File: config.mk
export PLATFORM = sky130hd
export DESIGN_NAME = ram_bist_ctrl
export DESIGN_NICKNAME = d
export VERILOG_FILES = /design/src/rtl/ram_bist_ctrl.sv
export SDC_FILE = /design/constraint.sdc
export NUM_CORES = 1
export LEC_CHECK = 0
export BUFFER_PORTS_ARGS = -buffer_cell sky130_fd_sc_hd__clkbuf_2
export CAP_MARGIN = 10
export CORE_ASPECT_RATIO = 1.4
export CORE_MARGIN = 2
export CORE_UTILIZATION = 35
export CTS_BUF_LIST = sky130_fd_sc_hd__clkbuf_8 sky130_fd_sc_hd__clkbuf_16
export CTS_CLUSTER_SIZE = 20
export DETAILED_ROUTE_END_ITERATION = 16
export SETUP_SLACK_MARGIN = 0.05
export SKIP_CTS_REPAIR_TIMING = 1
export SLEW_MARGIN = 20
export SYNTH_ARGS = -nofsm -noshare
export SYNTH_HDL_FRONTEND = slang
export SYNTH_SLANG_ARGS = --single-unit
File: constraint.sdc
create_clock -name clk -period 2.8 [get_ports clk]
set_clock_uncertainty 0.1 [all_clocks]
set_input_delay 0.14 -clock clk [delete_from_list [all_inputs] [get_ports clk]]
set_output_delay 0.14 -clock clk [all_outputs]
set_load 0.05 [all_outputs]
File: src/rtl/ram_bist_ctrl.sv
// ram_bist_ctrl: write-then-readback self-test controller for a small
// synchronous RAM with a one-cycle registered read.
//
// A run writes seed+addr to every address, reads every address back and
// compares each returned word against seed+addr. It then reports a
// pass flag, a saturating mismatch count and the first failing address.
//
// Ports:
//   clk        rising-edge clock
//   rst_n      asynchronous active-low reset
//   start      begin a run (sampled only in IDLE)
//   abort      cancel a run in WRITE/READ/DRAIN (wins over start)
//   pattern    seed, captured when start is accepted
//   ram_we     RAM write enable (registered)
//   ram_addr   RAM address (registered)
//   ram_din    RAM write data (registered)
//   ram_dout   RAM read data, valid the cycle after the address
//   busy       run in progress (WRITE/READ/DRAIN)
//   done       one-cycle pulse on normal completion
//   pass       last completed run had no mismatches
//   err_count  mismatch count of the last run, saturates at DEPTH
//   fail_addr  first mismatching address of the last run
module ram_bist_ctrl #(
  parameter int ADDR_W = 2,
  parameter int DATA_W = 8
) (
  input  logic              clk,
  input  logic              rst_n,
  input  logic              start,
  input  logic              abort,
  input  logic [DATA_W-1:0] pattern,
  output logic              ram_we,
  output logic [ADDR_W-1:0] ram_addr,
  output logic [DATA_W-1:0] ram_din,
  input  logic [DATA_W-1:0] ram_dout,
  output logic              busy,
  output logic              done,
  output logic              pass,
  output logic [ADDR_W:0]   err_count,
  output logic [ADDR_W-1:0] fail_addr
);

  localparam int DEPTH = 2 ** ADDR_W;
  localparam logic [ADDR_W-1:0] ADDR_ZERO = {ADDR_W{1'b0}};
  localparam logic [ADDR_W-1:0] ADDR_LAST = {ADDR_W{1'b1}};
  localparam logic [ADDR_W-1:0] ADDR_ONE  = ADDR_W'(1'b1);
  localparam logic [ADDR_W:0]   ERR_ZERO  = {(ADDR_W+1){1'b0}};
  localparam logic [ADDR_W:0]   ERR_ONE   = (ADDR_W+1)'(1'b1);
  localparam logic [ADDR_W:0]   ERR_MAX   = (ADDR_W+1)'(DEPTH);
  localparam logic [DATA_W-1:0] DATA_ZERO = {DATA_W{1'b0}};

  typedef enum logic [2:0] {
    ST_IDLE  = 3'd0,
    ST_WRITE = 3'd1,
    ST_READ  = 3'd2,
    ST_DRAIN = 3'd3,
    ST_DONE  = 3'd4
  } state_e;

  state_e            state_q, state_d;
  logic [DATA_W-1:0] seed_q, seed_d;
  logic              ram_we_q, ram_we_d;
  logic [ADDR_W-1:0] ram_addr_q, ram_addr_d;
  logic [DATA_W-1:0] ram_din_q, ram_din_d;
  logic              busy_q, busy_d;
  logic              done_q, done_d;
  logic              pass_q, pass_d;
  logic [ADDR_W:0]   err_count_q, err_count_d;
  logic [ADDR_W-1:0] fail_addr_q, fail_addr_d;
  // Compare pipeline: the address presented last cycle, whose data is on
  // ram_dout during this cycle.
  logic              rd_valid_q, rd_valid_d;
  logic [ADDR_W-1:0] rd_addr_q, rd_addr_d;

  logic [DATA_W-1:0] expected_s;
  logic [ADDR_W-1:0] next_addr_s;
  logic              mismatch_s;
  logic [ADDR_W:0]   err_upd_s;
  logic [ADDR_W-1:0] fail_upd_s;

  // Next-state, compare and output computation.
  always_comb begin
    state_d     = state_q;
    seed_d      = seed_q;
    ram_we_d    = ram_we_q;
    ram_addr_d  = ram_addr_q;
    ram_din_d   = ram_din_q;
    busy_d      = busy_q;
    done_d      = 1'b0;
    pass_d      = pass_q;
    err_count_d = err_count_q;
    fail_addr_d = fail_addr_q;
    rd_valid_d  = 1'b0;
    rd_addr_d   = rd_addr_q;

    expected_s  = seed_q + DATA_W'(rd_addr_q);
    next_addr_s = ram_addr_q + ADDR_ONE;

    if (rd_valid_q && (ram_dout != expected_s)) begin
      mismatch_s = 1'b1;
    end else begin
      mismatch_s = 1'b0;
    end

    err_upd_s  = err_count_q;
    fail_upd_s = fail_addr_q;
    if (mismatch_s) begin
      if (err_count_q != ERR_MAX) begin
        err_upd_s = err_count_q + ERR_ONE;
      end else begin
        err_upd_s = err_count_q;
      end
      // Only the first mismatch of a run records its address.
      if (err_count_q == ERR_ZERO) begin
        fail_upd_s = rd_addr_q;
      end else begin
        fail_upd_s = fail_addr_q;
      end
    end else begin
      err_upd_s  = err_count_q;
      fail_upd_s = fail_addr_q;
    end

    case (state_q)
      ST_IDLE: begin
        if (start) begin
          state_d     = ST_WRITE;
          seed_d      = pattern;
          ram_we_d    = 1'b1;
          ram_addr_d  = ADDR_ZERO;
          ram_din_d   = pattern;
          busy_d      = 1'b1;
          pass_d      = 1'b0;
          err_count_d = ERR_ZERO;
          fail_addr_d = ADDR_ZERO;
        end else begin
          state_d = ST_IDLE;
        end
      end
      ST_WRITE, ST_READ, ST_DRAIN: begin
        if (abort) begin
          state_d  = ST_IDLE;
          ram_we_d = 1'b0;
          busy_d   = 1'b0;
          pass_d   = 1'b0;
        end else if (state_q == ST_WRITE) begin
          if (ram_addr_q == ADDR_LAST) begin
            state_d    = ST_READ;
            ram_we_d   = 1'b0;
            ram_addr_d = ADDR_ZERO;
          end else begin
            ram_addr_d = next_addr_s;
            ram_din_d  = seed_q + DATA_W'(next_addr_s);
          end
        end else if (state_q == ST_READ) begin
          err_count_d = err_upd_s;
          fail_addr_d = fail_upd_s;
          rd_valid_d  = 1'b1;
          rd_addr_d   = ram_addr_q;
          if (ram_addr_q == ADDR_LAST) begin
            state_d = ST_DRAIN;
          end else begin
            ram_addr_d = next_addr_s;
          end
        end else begin
          // DRAIN: final comparison lands here, result decides pass.
          err_count_d = err_upd_s;
          fail_addr_d = fail_upd_s;
          state_d     = ST_DONE;
          busy_d      = 1'b0;
          done_d      = 1'b1;
          pass_d      = (err_upd_s == ERR_ZERO);
        end
      end
      ST_DONE: begin
        state_d = ST_IDLE;
      end
      default: begin
        state_d  = ST_IDLE;
        ram_we_d = 1'b0;
        busy_d   = 1'b0;
      end
    endcase
  end

  // State and registered-output flops.
  always_ff @(posedge clk or negedge rst_n) begin
    if (!rst_n) begin
      state_q     <= ST_IDLE;
      seed_q      <= DATA_ZERO;
      ram_we_q    <= 1'b0;
      ram_addr_q  <= ADDR_ZERO;
      ram_din_q   <= DATA_ZERO;
      busy_q      <= 1'b0;
      done_q      <= 1'b0;
      pass_q      <= 1'b0;
      err_count_q <= ERR_ZERO;
      fail_addr_q <= ADDR_ZERO;
      rd_valid_q  <= 1'b0;
      rd_addr_q   <= ADDR_ZERO;
    end else begin
      state_q     <= state_d;
      seed_q      <= seed_d;
      ram_we_q    <= ram_we_d;
      ram_addr_q  <= ram_addr_d;
      ram_din_q   <= ram_din_d;
      busy_q      <= busy_d;
      done_q      <= done_d;
      pass_q      <= pass_d;
      err_count_q <= err_count_d;
      fail_addr_q <= fail_addr_d;
      rd_valid_q  <= rd_valid_d;
      rd_addr_q   <= rd_addr_d;
    end
  end

  assign ram_we    = ram_we_q;
  assign ram_addr  = ram_addr_q;
  assign ram_din   = ram_din_q;
  assign busy      = busy_q;
  assign done      = done_q;
  assign pass      = pass_q;
  assign err_count = err_count_q;
  assign fail_addr = fail_addr_q;

endmodule

# == After elaboration in Yosys (flattened, before gate mapping) ==
# Cells that the tools add are included.
# classes
addsub,4
eq_ne,22
mux,53
n_bitwise,3
n_reduce_logical,16
# ops
op,count
2-to-1 mux 8 bit,4
2-to-1 mux 3 bit,10
2-to-1 mux 1 bit,21
inequality test 3 bit (second input constant),7
2-to-1 mux 2 bit,10
AND reduction 4 bit,5
adder 8 x 2 -> 8 bit,2
one-hot mux 8 bit (2 select lines),1
inequality test 2 bit (second input constant),7
one-hot mux 3 bit (2 select lines),2
AND reduction 5 bit,2
zero test 3 bit,3
inequality test 4 bit (second input constant),2
inequality test 8 bit,1
one-hot mux 2 bit (2 select lines),2
== test 3 x 2 -> 1 bit (second input constant),2
one-hot mux 1 bit (3 select lines),2
AND reduction 6 bit,1
AND reduction 2 bit,2
adder 3 x 1 -> 3 bit (second input constant),1
== test 3 x 1 -> 1 bit (second input constant),1
== test 3 bit (second input constant),1
NOT 1 bit,3
OR reduction 3 bit,1
other kinds (5),5
# word_totals
reg_bits,33
in_bits,20
out_inout_bits,19

# == Depth between registers and ports, before layout ==
# depth
depth_word,10
ltp_mapped,10
mapped_depth_nobuf,10

# == Worst setup path after synthesis ==
# No wires, ideal clock.
# synth_timing
path_type,register to register
start,register seed_q[0]
end,register pass_q (netlist: pass)
arrival_time_ps,2406
t_required_ps,2608
path_slack_ps,203
path_stages_with_launch,10
n_path_buf,0
cell_sequence,dfrtp_1 ha_1 inv_1 fa_1 nand3b_1 xnor2_1 a2111oi_4 nor2_2 mux2_4 o31ai_2
# synth_via
elab_chain_len,10
# synth_lines
item,line_no,text
"start, declared",61,"logic [DATA_W-1:0] seed_q, seed_d;"
"start signal, assigned",190,seed_q <= DATA_ZERO;
"start signal, assigned",203,seed_q <= seed_d;
adder 8 x 2 -> 8 bit,96,expected_s = seed_q + DATA_W'(rd_addr_q);
inequality test 8 bit,99,if (rd_valid_q && (ram_dout != expected_s)) begin
logical AND 1 bit,99,
2-to-1 mux 1 bit,99,
2-to-1 mux 3 bit,107,if (mismatch_s) begin
zero test 3 bit,172,pass_d = (err_upd_s == ERR_ZERO);
2-to-1 mux 1 bit,155,end else if (state_q == ST_READ) begin
2-to-1 mux 1 bit,146,end else if (state_q == ST_WRITE) begin
2-to-1 mux 1 bit,141,if (abort) begin
one-hot mux 1 bit (2 select lines),124,case (state_q)
"end signal, assigned",209,pass_q <= pass_d;
"end, declared",67,"logic pass_q, pass_d;"
# No other way between the ends. The select of a mux whose other input is x is not followed.
# A chain may end at the register's enable or synchronous reset.

# == Final worst setup path ==
# layout_timing
start,register rd_addr_q[0]
end,register pass_q (netlist: pass)
# layout_via
elab_chain_len,10
# layout_lines
item,line_no,text
"start, declared",73,"logic [ADDR_W-1:0] rd_addr_q, rd_addr_d;"
"start signal, assigned",213,rd_addr_q <= rd_addr_d;
adder 8 x 2 -> 8 bit,96,
inequality test 8 bit,99,
logical AND 1 bit,99,
2-to-1 mux 1 bit,99,
2-to-1 mux 3 bit,107,
zero test 3 bit,172,
2-to-1 mux 1 bit,155,
2-to-1 mux 1 bit,146,
2-to-1 mux 1 bit,141,
one-hot mux 1 bit (2 select lines),124,
# No other way between the ends. The select of a mux whose other input is x is not followed.

==> results.sh <==
export IMPL_status="finished, violations left"
export IMPL_synth_edf_count=0
export IMPL_overflow=0
export IMPL_setup_viol=0
export IMPL_cts_root_buf="clkbuf_8"
export IMPL_syn_area_um2=2037
export IMPL_p_per_area_nw_per_um2=1003
export IMPL_numPortBuffers=38
export IMPL_critPathRequiredTime_ns=2.91
export IMPL_drc=0
export IMPL_synthTopCellsByArea="dfrtp_1, mux2_2, ha_1, nand2_1, a21oi_1"
export IMPL_fmax_mhz=369.2
export IMPL_viasPerCell=5.096
export IMPL_hold_ws_ns=-0.005112
export IMPL_dr_pass1_iters=4
export IMPL_drv_cap=0
export IMPL_core_area_um2=5565
export IMPL_ir_worst_vdd_mv=0.5873
export IMPL_p_leak_nw=1.174
export IMPL_clock_latency_ns=0.29
export IMPL_dp_slack_ns=0.06581
export IMPL_syn_inst=217
export IMPL_numPlacedInstances=316
export IMPL_crit_family="compound AO/OA/AOI/OAI gates"
export IMPL_drive_gt1_share_pct=30.30
export IMPL_routed_wl_met2_um=2576
export IMPL_tns_ns=0
export IMPL_track_usage_pct=16.20
export IMPL_yosysSeqAreaShare_pct=40.54
export IMPL_fin_crit_ns=2.708
export IMPL_seqCellArea_um2=827.0
export IMPL_cts_buffers_inserted=5
export IMPL_fin_nets=292
export IMPL_crit_chain="ha_2 > inv_2 > fa_2 > xor2_1 > nand4_1 > a2111oi_4 > buf_4 > buf_6 > o211ai_1 > o41a_2 > o31ai_4"
export IMPL_critPathMaxStageDelay_ns=0.52
export IMPL_synthMostInstantiatedCell="dfrtp_1"
export IMPL_cts_htree_levels=2
export IMPL_yosysTopAreaCell="dfrtp_1"
export IMPL_critical_path_class="flip-flop to flip-flop"
export IMPL_post_route_period_util_pct=96.72
export IMPL_stdcell_count=332
export IMPL_multi_input_area_um2=1161
export IMPL_post_drt_wl_per_cell_um=14.16
export IMPL_start_util_pct=36.60
export IMPL_antenna_cells=0
export IMPL_ant_nets=0
export IMPL_grt_pass1_vias=1703
export IMPL_clockBufferDepth=2
export IMPL_synthArstFlopShare_pct=100.0
export IMPL_via_count=1692
export IMPL_worst_path_max_delay_cell="fa_2"
export IMPL_chipHeight_um=94.27
export IMPL_worst_path_buf_inv=3
export IMPL_hold_viol=2
export IMPL_syn_to_final_growth_pct=24.45
export IMPL_synth_flop_cell="dfrtp_1"
export IMPL_totalWireLength_um=4701
export IMPL_wl_met3_um=134
export IMPL_grt_first_pass_wirelength_um=7879
export IMPL_dpl_hpwl_um=3501
export IMPL_grt_setup_unrepaired="yes"
export IMPL_timing_critical_path_arrival_ns=2.81
export IMPL_ioPinCount=39
export IMPL_avgSynthCellArea_um2=9.387
export IMPL_maxSlewHeadroom_pct=44.00
export IMPL_drt_iter0_drc=66
export IMPL_synth_cell_types=46
export IMPL_fillers=535
export IMPL_grt_max_degree=34
export IMPL_die_width_um=68.48
export IMPL_cp_start_kind="flip-flop"
export IMPL_final_setup_worst_slack_ns=0.09173
export IMPL_cts_sinks=33
export IMPL_gp_congestion=0.8034
export IMPL_netlist_area_leader_share_pct=40.54
export IMPL_yosysWarnings=0
export IMPL_worst_path_max_fanout=5
export IMPL_violations="hold timing"
export IMPL_ys_ff_latch=33
export IMPL_endpoint_kind="flip-flop"
export IMPL_antenna_found_initial=0
export IMPL_hp_class="primary input to flip-flop"
export IMPL_slew_viol_final=0
export IMPL_syn_num_nets=246
export IMPL_clk_pin_slew_worst_paths_ns=0.08
export IMPL_worst_pin_slew_ns=0.8400
export IMPL_yosys_top_cells_count="dfrtp_1, nand2_1, nor2_1"
export IMPL_die_area_um2=6455
export IMPL_cts_tree="done"
export IMPL_wirelength_met1_um=1927
export IMPL_num_rows=32
export IMPL_top_layer_used="met4"
-- per-layer routing --
layer  vias to the layer above  global-route usage (%)
li1                        851                       -
met1                       808                   18.79
met2                        26                   29.25
met3                         7                   2.998
met4                         0                   4.500
met5                         -                       0
-- through the flow --
stage	area (µm²)	total power [mW]	hold WS, ns	util [%]
2_1_floorplan	2037	1.736	-0.2556	-
3_3_place_gp	2301	2.020	0.2001	41.34
3_5_place_dp	2301	2.042	0.2024	41.34
4_1_cts	2421	2.526	-0.1177	43.50
5_1_grt	2535	2.742	0.007867	45.55
6_report	2535	2.543	-0.005112	45.55
-- power by group --
group / total, mW / internal (mW) / switching [mW]
Combinational: 1.27 / 0.476 / 0.793
Sequential: 0.794 / 0.624 / 0.171
Clock: 0.480 / 0.290 / 0.190
-- worst reg2reg max path, stage by stage, from the launching register on --
cell and delay, ns:
dfrtp_1 0.38, ha_2 0.22, inv_2 0.04, fa_2 0.52, xor2_1 0.15, nand4_1 0.16, a2111oi_4 0.33, buf_4 0.20
buf_6 0.11, o211ai_1 0.08, o41a_2 0.14, o31ai_4 0.21
-- cell type report --
cell class,count,share of cell area [%]
multi-input cells,162,45.80
flip-flops and latches,33,32.63
repair buffers,51,11.99
well taps,68,3.356
clock buffers,6,3.258
clock inverters,2,1.481
inverters,10,1.481
-- cells by family (layout without fill, tap and decap cells) --
logic type / Yosys count / after routing / share of synthesized area (%)
xor+xnor: 15 / 15 / 6.819
compound gates: 50 / 50 / 16.83
fa+ha+maj: 9 / 9 / 6.265
flops: 33 / 33 / 40.54
simple gates: 75 / 75 / 18.12
buf+inv: 22 / 69 / 4.238
mux: 13 / 13 / 7.187
-- registers in the layout, summed over array words and instances (netlist names), 2 cells and up --
| signal | cells |
|---|---|
| ram_addr | 2 |
| ram_din | 8 |
| state_q | 3 |
| err_count | 3 |
| seed_q | 8 |
| rd_addr_q | 2 |
| fail_addr | 2 |
-- worst paths after layout --
path | to | slack, ns | from | depth (start not counted)
setup reg to reg | pass$_DFFE_PN0P_ | 0.09 | rd_addr_q[0]$_DFFE_PN0P_ | 11
hold reg to reg | ram_din[5]$_DFFE_PN0P_ | 0.38 | ram_din[5]$_DFFE_PN0P_ | 2
min in group asynchronous | seed_q[6]$_DFFE_PN0P_ | 0.39 | rst_n | 2
hold / removal | seed_q[5]$_DFFE_PN0P_ | -0.005 | pattern[5] | 2
setup / recovery | pass$_DFFE_PN0P_ | 0.09 | rd_addr_q[0]$_DFFE_PN0P_ | 11
max in group asynchronous | seed_q[1]$_DFFE_PN0P_ | 1.64 | rst_n | 2
-- layout by cell type, fill, tap and decap left out, drive strengths merged, types with 2 or more instances in the layout --
master        n
a21o          4
nand2        22
xnor2         6
nand3         7
inv          10
clkbuf       44
mux2i         3
a21oi        15
nor2         20
fa            2
dfrtp        33
o22a          2
nor4bb        2
o21ai        15
nor4          3
dlygate4sd3   5
ha            7
or2           2
and3          2
o31ai         2
mux2         10
xor2          9
a32o          4
buf           8
nor3          5
nand2b        4
(Power assumes the default switching activity.)
